### src/rtl/craps_round_sequencer.sv
// ---------------------------------------------------------------------------
// craps_round_sequencer
//
// Runs one game of craps from a raw push-button and two free-running dice
// counters. The button is synchronised and debounced. Each accepted press
// captures both dice. The captured roll is then evaluated against the
// come-out or point rules on the following cycle.
//
// Parameters
//   SYNC_STAGES     flops on the raw roll input (minimum 2)
//   DEBOUNCE_CYCLES consecutive differing synchronised cycles needed before
//                   the debounced level follows (minimum 1)
//   CNT_W           width of the saturating per-game roll counter
//
// Ports
//   clock       rising-edge system clock
//   reset       asynchronous active-low reset
//   roll        raw push-button, active-high, asynchronous
//   die_a/die_b dice counter values, legal range 1..6
//   disp_a/b    latched dice for the 7-segment decoders (7 = blank)
//   point       current point, 0 when none is set
//   phase       00 come-out, 01 point, 10 win, 11 lose
//   win/loss    game outcome LEDs
//   busy        high during the one-cycle evaluation state
//   bad_sample  one-cycle pulse when a press is rejected for illegal dice
//   roll_count  accepted rolls in the current game, saturating
//
// Optional feature (macro CRAPS_STATS_EN)
//   Adds games_won / games_lost. These are saturating 8-bit counters that
//   are cleared only by reset. Each one increments on entry to WIN or LOSE.
// ---------------------------------------------------------------------------
module craps_round_sequencer #(
    parameter int SYNC_STAGES     = 2,
    parameter int DEBOUNCE_CYCLES = 16,
    parameter int CNT_W           = 8
) (
    input  logic             clock,
    input  logic             reset,
    input  logic             roll,
    input  logic [2:0]       die_a,
    input  logic [2:0]       die_b,
    output logic [2:0]       disp_a,
    output logic [2:0]       disp_b,
    output logic [3:0]       point,
    output logic [1:0]       phase,
    output logic             win,
    output logic             loss,
    output logic             busy,
    output logic             bad_sample,
    output logic [CNT_W-1:0] roll_count
`ifdef CRAPS_STATS_EN
    ,
    output logic [7:0]       games_won,
    output logic [7:0]       games_lost
`endif
);

    // -----------------------------------------------------------------------
    // Local types and constants
    // -----------------------------------------------------------------------
    typedef enum logic [2:0] {
        ST_COMEOUT = 3'd0,
        ST_POINT   = 3'd1,
        ST_EVAL    = 3'd2,
        ST_WIN     = 3'd3,
        ST_LOSE    = 3'd4
    } state_t;

    localparam logic [1:0] PH_COMEOUT = 2'b00;
    localparam logic [1:0] PH_POINT   = 2'b01;
    localparam logic [1:0] PH_WIN     = 2'b10;
    localparam logic [1:0] PH_LOSE    = 2'b11;

    localparam logic [2:0] BLANK = 3'd7;

    // The debounce counter only needs to reach DEBOUNCE_CYCLES-1.
    localparam int DB_W = (DEBOUNCE_CYCLES > 1) ? $clog2(DEBOUNCE_CYCLES) : 1;
    localparam logic [DB_W-1:0] DB_LAST = DB_W'(DEBOUNCE_CYCLES - 1);

    localparam logic [CNT_W-1:0] CNT_MAX = {CNT_W{1'b1}};
    localparam logic [CNT_W-1:0] CNT_ONE = CNT_W'(1);

    // -----------------------------------------------------------------------
    // Input synchroniser: a plain shift chain. Bit 0 takes the raw button.
    // -----------------------------------------------------------------------
    logic [SYNC_STAGES-1:0] sync_reg;
    logic                   sync_out;

    always_ff @(posedge clock or negedge reset) begin
        if (!reset) begin
            sync_reg <= '0;
        end else begin
            sync_reg <= {sync_reg[SYNC_STAGES-2:0], roll};
        end
    end

    assign sync_out = sync_reg[SYNC_STAGES-1];

    // -----------------------------------------------------------------------
    // Debouncer
    // The counter tracks how many consecutive cycles the synchronised input
    // has disagreed with the accepted level. The level flips at the end of
    // the cycle in which the count reaches DEBOUNCE_CYCLES. press_pulse is
    // raised in that same cycle for a rising flip. The controller therefore
    // captures the dice on the very edge where the level becomes 1, and no
    // extra edge-detect register is needed.
    // -----------------------------------------------------------------------
    logic            deb_level_reg;
    logic [DB_W-1:0] deb_cnt_reg;
    logic            deb_flip;
    logic            press_pulse;

    assign deb_flip    = (sync_out != deb_level_reg) && (deb_cnt_reg == DB_LAST);
    assign press_pulse = deb_flip && sync_out;

    always_ff @(posedge clock or negedge reset) begin
        if (!reset) begin
            deb_level_reg <= 1'b0;
            deb_cnt_reg   <= '0;
        end else if (sync_out == deb_level_reg) begin
            deb_cnt_reg <= '0;
        end else if (deb_flip) begin
            deb_level_reg <= sync_out;
            deb_cnt_reg   <= '0;
        end else begin
            deb_cnt_reg <= deb_cnt_reg + DB_W'(1);
        end
    end

    // -----------------------------------------------------------------------
    // Roll qualification (combinational, only used in the press cycle)
    // -----------------------------------------------------------------------
    logic       dice_ok;
    logic [3:0] sum_next;

    assign dice_ok  = (die_a != 3'd0) && (die_a != 3'd7) &&
                      (die_b != 3'd0) && (die_b != 3'd7);
    assign sum_next = {1'b0, die_a} + {1'b0, die_b};

    // -----------------------------------------------------------------------
    // Game controller: one always_ff, every output registered
    // -----------------------------------------------------------------------
    state_t           state_reg;
    logic [3:0]       sum_reg;
    logic [2:0]       disp_a_reg;
    logic [2:0]       disp_b_reg;
    logic [3:0]       point_reg;
    logic [1:0]       phase_reg;
    logic             win_reg;
    logic             loss_reg;
    logic             busy_reg;
    logic             bad_sample_reg;
    logic [CNT_W-1:0] roll_count_reg;
`ifdef CRAPS_STATS_EN
    logic [7:0]       games_won_reg;
    logic [7:0]       games_lost_reg;
`endif

    always_ff @(posedge clock or negedge reset) begin
        if (!reset) begin
            state_reg      <= ST_COMEOUT;
            sum_reg        <= 4'd0;
            disp_a_reg     <= BLANK;
            disp_b_reg     <= BLANK;
            point_reg      <= 4'd0;
            phase_reg      <= PH_COMEOUT;
            win_reg        <= 1'b0;
            loss_reg       <= 1'b0;
            busy_reg       <= 1'b0;
            bad_sample_reg <= 1'b0;
            roll_count_reg <= '0;
`ifdef CRAPS_STATS_EN
            games_won_reg  <= 8'd0;
            games_lost_reg <= 8'd0;
`endif
        end else begin
            bad_sample_reg <= 1'b0;

            case (state_reg)
                ST_COMEOUT, ST_POINT, ST_WIN, ST_LOSE: begin
                    if (press_pulse) begin
                        if (!dice_ok) begin
                            // Rejected press: nothing is captured.
                            bad_sample_reg <= 1'b1;
                        end else begin
                            disp_a_reg <= die_a;
                            disp_b_reg <= die_b;
                            sum_reg    <= sum_next;
                            busy_reg   <= 1'b1;
                            state_reg  <= ST_EVAL;
                            if (state_reg == ST_WIN || state_reg == ST_LOSE) begin
                                // A press after a finished game opens a new
                                // game. Phase drops to come-out here so that
                                // the evaluation applies come-out rules.
                                point_reg      <= 4'd0;
                                win_reg        <= 1'b0;
                                loss_reg       <= 1'b0;
                                phase_reg      <= PH_COMEOUT;
                                roll_count_reg <= CNT_ONE;
                            end else if (roll_count_reg != CNT_MAX) begin
                                roll_count_reg <= roll_count_reg + CNT_ONE;
                            end
                        end
                    end
                end

                ST_EVAL: begin
                    // Presses that land here are dropped on purpose.
                    busy_reg <= 1'b0;
                    if (phase_reg == PH_POINT) begin
                        if (sum_reg == point_reg) begin
                            state_reg <= ST_WIN;
                            phase_reg <= PH_WIN;
                            win_reg   <= 1'b1;
`ifdef CRAPS_STATS_EN
                            if (games_won_reg != 8'hFF)
                                games_won_reg <= games_won_reg + 8'd1;
`endif
                        end else if (sum_reg == 4'd7) begin
                            state_reg <= ST_LOSE;
                            phase_reg <= PH_LOSE;
                            loss_reg  <= 1'b1;
`ifdef CRAPS_STATS_EN
                            if (games_lost_reg != 8'hFF)
                                games_lost_reg <= games_lost_reg + 8'd1;
`endif
                        end else begin
                            state_reg <= ST_POINT;
                        end
                    end else begin
                        if (sum_reg == 4'd7 || sum_reg == 4'd11) begin
                            state_reg <= ST_WIN;
                            phase_reg <= PH_WIN;
                            win_reg   <= 1'b1;
`ifdef CRAPS_STATS_EN
                            if (games_won_reg != 8'hFF)
                                games_won_reg <= games_won_reg + 8'd1;
`endif
                        end else if (sum_reg == 4'd2 || sum_reg == 4'd3 ||
                                     sum_reg == 4'd12) begin
                            state_reg <= ST_LOSE;
                            phase_reg <= PH_LOSE;
                            loss_reg  <= 1'b1;
`ifdef CRAPS_STATS_EN
                            if (games_lost_reg != 8'hFF)
                                games_lost_reg <= games_lost_reg + 8'd1;
`endif
                        end else begin
                            state_reg <= ST_POINT;
                            phase_reg <= PH_POINT;
                            point_reg <= sum_reg;
                        end
                    end
                end

                default: begin
                    // An unreachable encoding falls back to a clean come-out.
                    state_reg <= ST_COMEOUT;
                    phase_reg <= PH_COMEOUT;
                    busy_reg  <= 1'b0;
                end
            endcase
        end
    end

    // -----------------------------------------------------------------------
    // Output mapping
    // -----------------------------------------------------------------------
    assign disp_a     = disp_a_reg;
    assign disp_b     = disp_b_reg;
    assign point      = point_reg;
    assign phase      = phase_reg;
    assign win        = win_reg;
    assign loss       = loss_reg;
    assign busy       = busy_reg;
    assign bad_sample = bad_sample_reg;
    assign roll_count = roll_count_reg;
`ifdef CRAPS_STATS_EN
    assign games_won  = games_won_reg;
    assign games_lost = games_lost_reg;
`endif

endmodule

### config.mk
export PLATFORM = sky130hd
export DESIGN_NAME = craps_round_sequencer
export DESIGN_NICKNAME = d
export VERILOG_FILES = /design/src/rtl/craps_round_sequencer.sv
export SDC_FILE = /design/constraint.sdc
export NUM_CORES = 1
export LEC_CHECK = 0
export ABC_CLOCK_PERIOD_IN_PS = 6250
export CAP_MARGIN = 10
export CORE_UTILIZATION = 35
export CTS_BUF_LIST = sky130_fd_sc_hd__clkbuf_4
export DETAILED_ROUTE_END_ITERATION = 7
export PLACE_DENSITY = 0.57
export SYNTH_ARGS = -nofsm -noshare
export SYNTH_HDL_FRONTEND = slang
export SYNTH_SLANG_ARGS = --single-unit
### constraint.sdc
create_clock -name clock -period 6.25 [get_ports clock]
set_clock_uncertainty 0.15 [all_clocks]
set_input_delay 1.25 -clock clock [delete_from_list [all_inputs] [get_ports clock]]
set_output_delay 1.25 -clock clock [all_outputs]
set_load 0.01 [all_outputs]
==> impl_results.md <==
- Run status: finished, final reports clean
- Sequential share of power: 53.7%
- Design Area, Final: 0.00244 mm²
- CTS sink count: 38
- Hold Path Class: register to register
- Post-route minimum period: 3.38 ns
- N_diodes: 0
- Non-filler instance count after layout: 304
- Worst EP required: 6.34 ns
- Cts repair resizes: 0
- Routed vias: 1524
- Max-cap violation count: 0
- Via/cell ratio: 5.01
- Worst path arrival time: 3.47 ns
- Fin Hold WS: 0.210 ns
- Crit. End Element: register
- Top delay family on crit path: simple AND/OR/NAND/NOR gates
- CTS tree: yes
- Placer congestion estimate: 0.756
- Die height: 78.0 µm
- Post-layout util: 44.0%
- Fmax: 296 MHz
- Post-synth top cells: 32 x dfrtp_1, 17 x a21oi_1, 15 x nor2_1, 14 x nand2_1, 11 x inv_1
- Final setup fails: 0
- CP max stage cell: nor2_2
- Total global routing overflow: 0
- Flop-to-flop setup slack: 3.58 ns
- Critical path peak fanout: 24
- Distinct cell type count after synthesis: 43
- Switching power: 0.166 mW
- Hold-fix buffers, CTS: 0
- Sequential fraction of the synthesis area: 47.4%
- # rows: 27
- Internal power: 0.381 mW
- Layout cells sized above 1: 14.7%
- Post-synth EDFFs: 0
- Slew of the pin with the lowest slew margin: 0.873 ns
- Die area: 0.00609 mm²
- Worst path cell trace: clkdlybuf4s50_1 -> and3_1 -> nor2_1 -> nand2_1 -> nor2_2 -> o21ai_0 -> a22o_1
- Slew Limit Fails: 0
- Yosys warning total: 0
- Count leader, synth: dfrtp_1
- Detailed Place HPWL: 2790 µm
- Postcts setup bufs: 0
- Post-Syn Area per Cell: 10.2 µm²
- Vias in the first global route: 1474
- Post-layout worst setup margin: 2.87 ns
- Tot Pwr: 0.547 mW
- CTS buffer count: 5
- Endpoints failing hold: 0
- Leakage power: 1.09 nW
- Async set-or-reset flop fraction in the synthesized netlist: 100%
- Area grow syn2layout: 20.4%
- Net Count, Synth: 214
- Final wirelength: 3920 µm
- CTS H-Tree Depth: 2
- I/O Pins: 33
- CORE AREA: 0.00554 mm²
- Max IR drop VDD: 103 µV
- Syn Inst Count: 199
- Comb power frac: 23.0%
- Wire length per cell: 12.9 µm
- Yosys top cell area share: 39.6%
- Post-route setup TNS: 0 ns
- Pre-antenna DRT Iters: 4
- Most used DFF post-synth: dfrtp_1
- Register bit total from synthesis: 38
- Starting Density: 36.5%
- Crit start category: input pin
- First-pass GRT wire length: 6890 µm
- Largest register FFs: 8
- Slew headroom: 41.8%
- Clock latency on the worst-skew pair: 0.34 ns
- Initial antenna violation count: 0
- Final #Nets: 246
- Mapped Area: 0.00202 mm²
- Largest net degree at the start of global routing: 39
- Area contributors post-synth: dfrtp_1 40%, dfstp_2 7.8%, mux2_2 5.6%
- Tot GR Track Use: 14.5%
- Buffers & Inverters on Critical Path: 1
- Unrepaired setup endpoints after global routing: no
- Max Buffers Root-to-Sink: 2
- CP max stage delay: 0.70 ns
- Yosys top cell by area: dfrtp_1
- Pre-CTS setup slack: 2.49 ns
- Power Density: 224 mW/mm²
- Tcrit/Tclk final: 54.0%
- Placed Cells: 296
- Drt initial violations: 54
- PortBufs: 32
- Remaining antenna violation count: 0
- Switching Fraction: 30.4%
- Clock network power share: 23.3%
- Die Span X: 78.0 µm
- Crit Path Category: input pin to register
- Remaining DRCs: 0
- Clock root cell: clkbuf_4
- Placed Area: 0.00238 mm²
- Clk slew on worst S/H paths: 0.12 ns
cell usage in the layout, fill, tap and decap left out, types with 2 or more instances in the layout:
master           instances
a22o_1                   3
dfstp_2                  6
dfrtp_1                 32
nand2b_1                 2
mux2i_1                  5
a31oi_1                  2
clkbuf_4                 6
a21oi_2                  2
xnor2_1                  7
clkdlybuf4s50_1         31
mux2_2                  10
nand4_1                  3
ha_1                     5
inv_1                   11
a21o_1                   3
nand2_1                 14
and2b_2                  2
nor3_1                   9
o21ai_0                  7
o22ai_1                  2
a41o_1                   3
nand3_1                  4
nor2_1                  15
a21oi_1                 17
a31o_2                   2
and3_1                   6
nor2b_1                  6
power by group through the flow:
| stage | combinational, mW | clock (mW) | sequential (mW) |
|---|---|---|---|
| after detailed placement | 0.127 | 0 | 0.298 |
| after global routing | 0.143 | 0.142 | 0.298 |
| after CTS | 0.128 | 0.135 | 0.294 |
| after floorplan | 0.0846 | 0 | 0.293 |
| final | 0.126 | 0.127 | 0.294 |
| after global placement | 0.127 | 0 | 0.298 |
cells by family (layout without fill, tap and decap cells):
group                      after synthesis  count (layout)  share of synthesized area (%)
AOI/OAI and AO/OA                       47              47                           15.6
adders and majority gates                6               6                           4.08
muxes                                   16              16                           8.78
and+or+nand+nor                         66              66                           16.4
xor gates and xnor gates                 8               8                           3.46
buffers and inverters                   18              51                           4.33
DFF                                     38              38                           47.4
routing by layer:
| layer | share of wire, % | vias to the layer above | routed length (µm) | track usage (%) |
|---|---|---|---|---|
| met3 | 3.7 | 5 | 144 | 3.26 |
| met4 | 1.7 | 0 | 68 | 5.56 |
| met5 | 0 | - | 0 | 0 |
| met2 | 44 | 30 | 1740 | 22.1 |
| met1 | 50 | 716 | 1970 | 20.0 |
| li1 | - | 773 | - | - |
worst paths after layout:
check                             startpoint       endpoint  cells after the start
min in group asynchronous              reset       phase[1]                      1
max in group asynchronous              reset     sum_reg[1]                      1
worst max register to register  state_reg[0]  roll_count[1]                      6
worst min register to register   sync_reg[0]    sync_reg[1]                      0
worst max-delay path                die_a[2]  roll_count[1]                      7
worst min-delay path             sync_reg[0]    sync_reg[1]                      0
worst register-to-register path: cells and delay by family, from the launching register on:
family,cells,cell delay [ns]
AND/OR/NAND/NOR,3,1.09
AO/OA/AOI/OAI,3,0.77
flip-flops,1,0.56
layout make-up:
class	count	area [µm²]
Multi-Input combinational cell	143	977
Clock buffer	6	45.0
Inverter	11	41.3
Sequential cell	38	958
Tap cell	72	90.1
Clock inverter	2	8.76
Timing Repair Buffer	32	315
Fill cell	571	3100
Power figures use the tool's default switching activity.
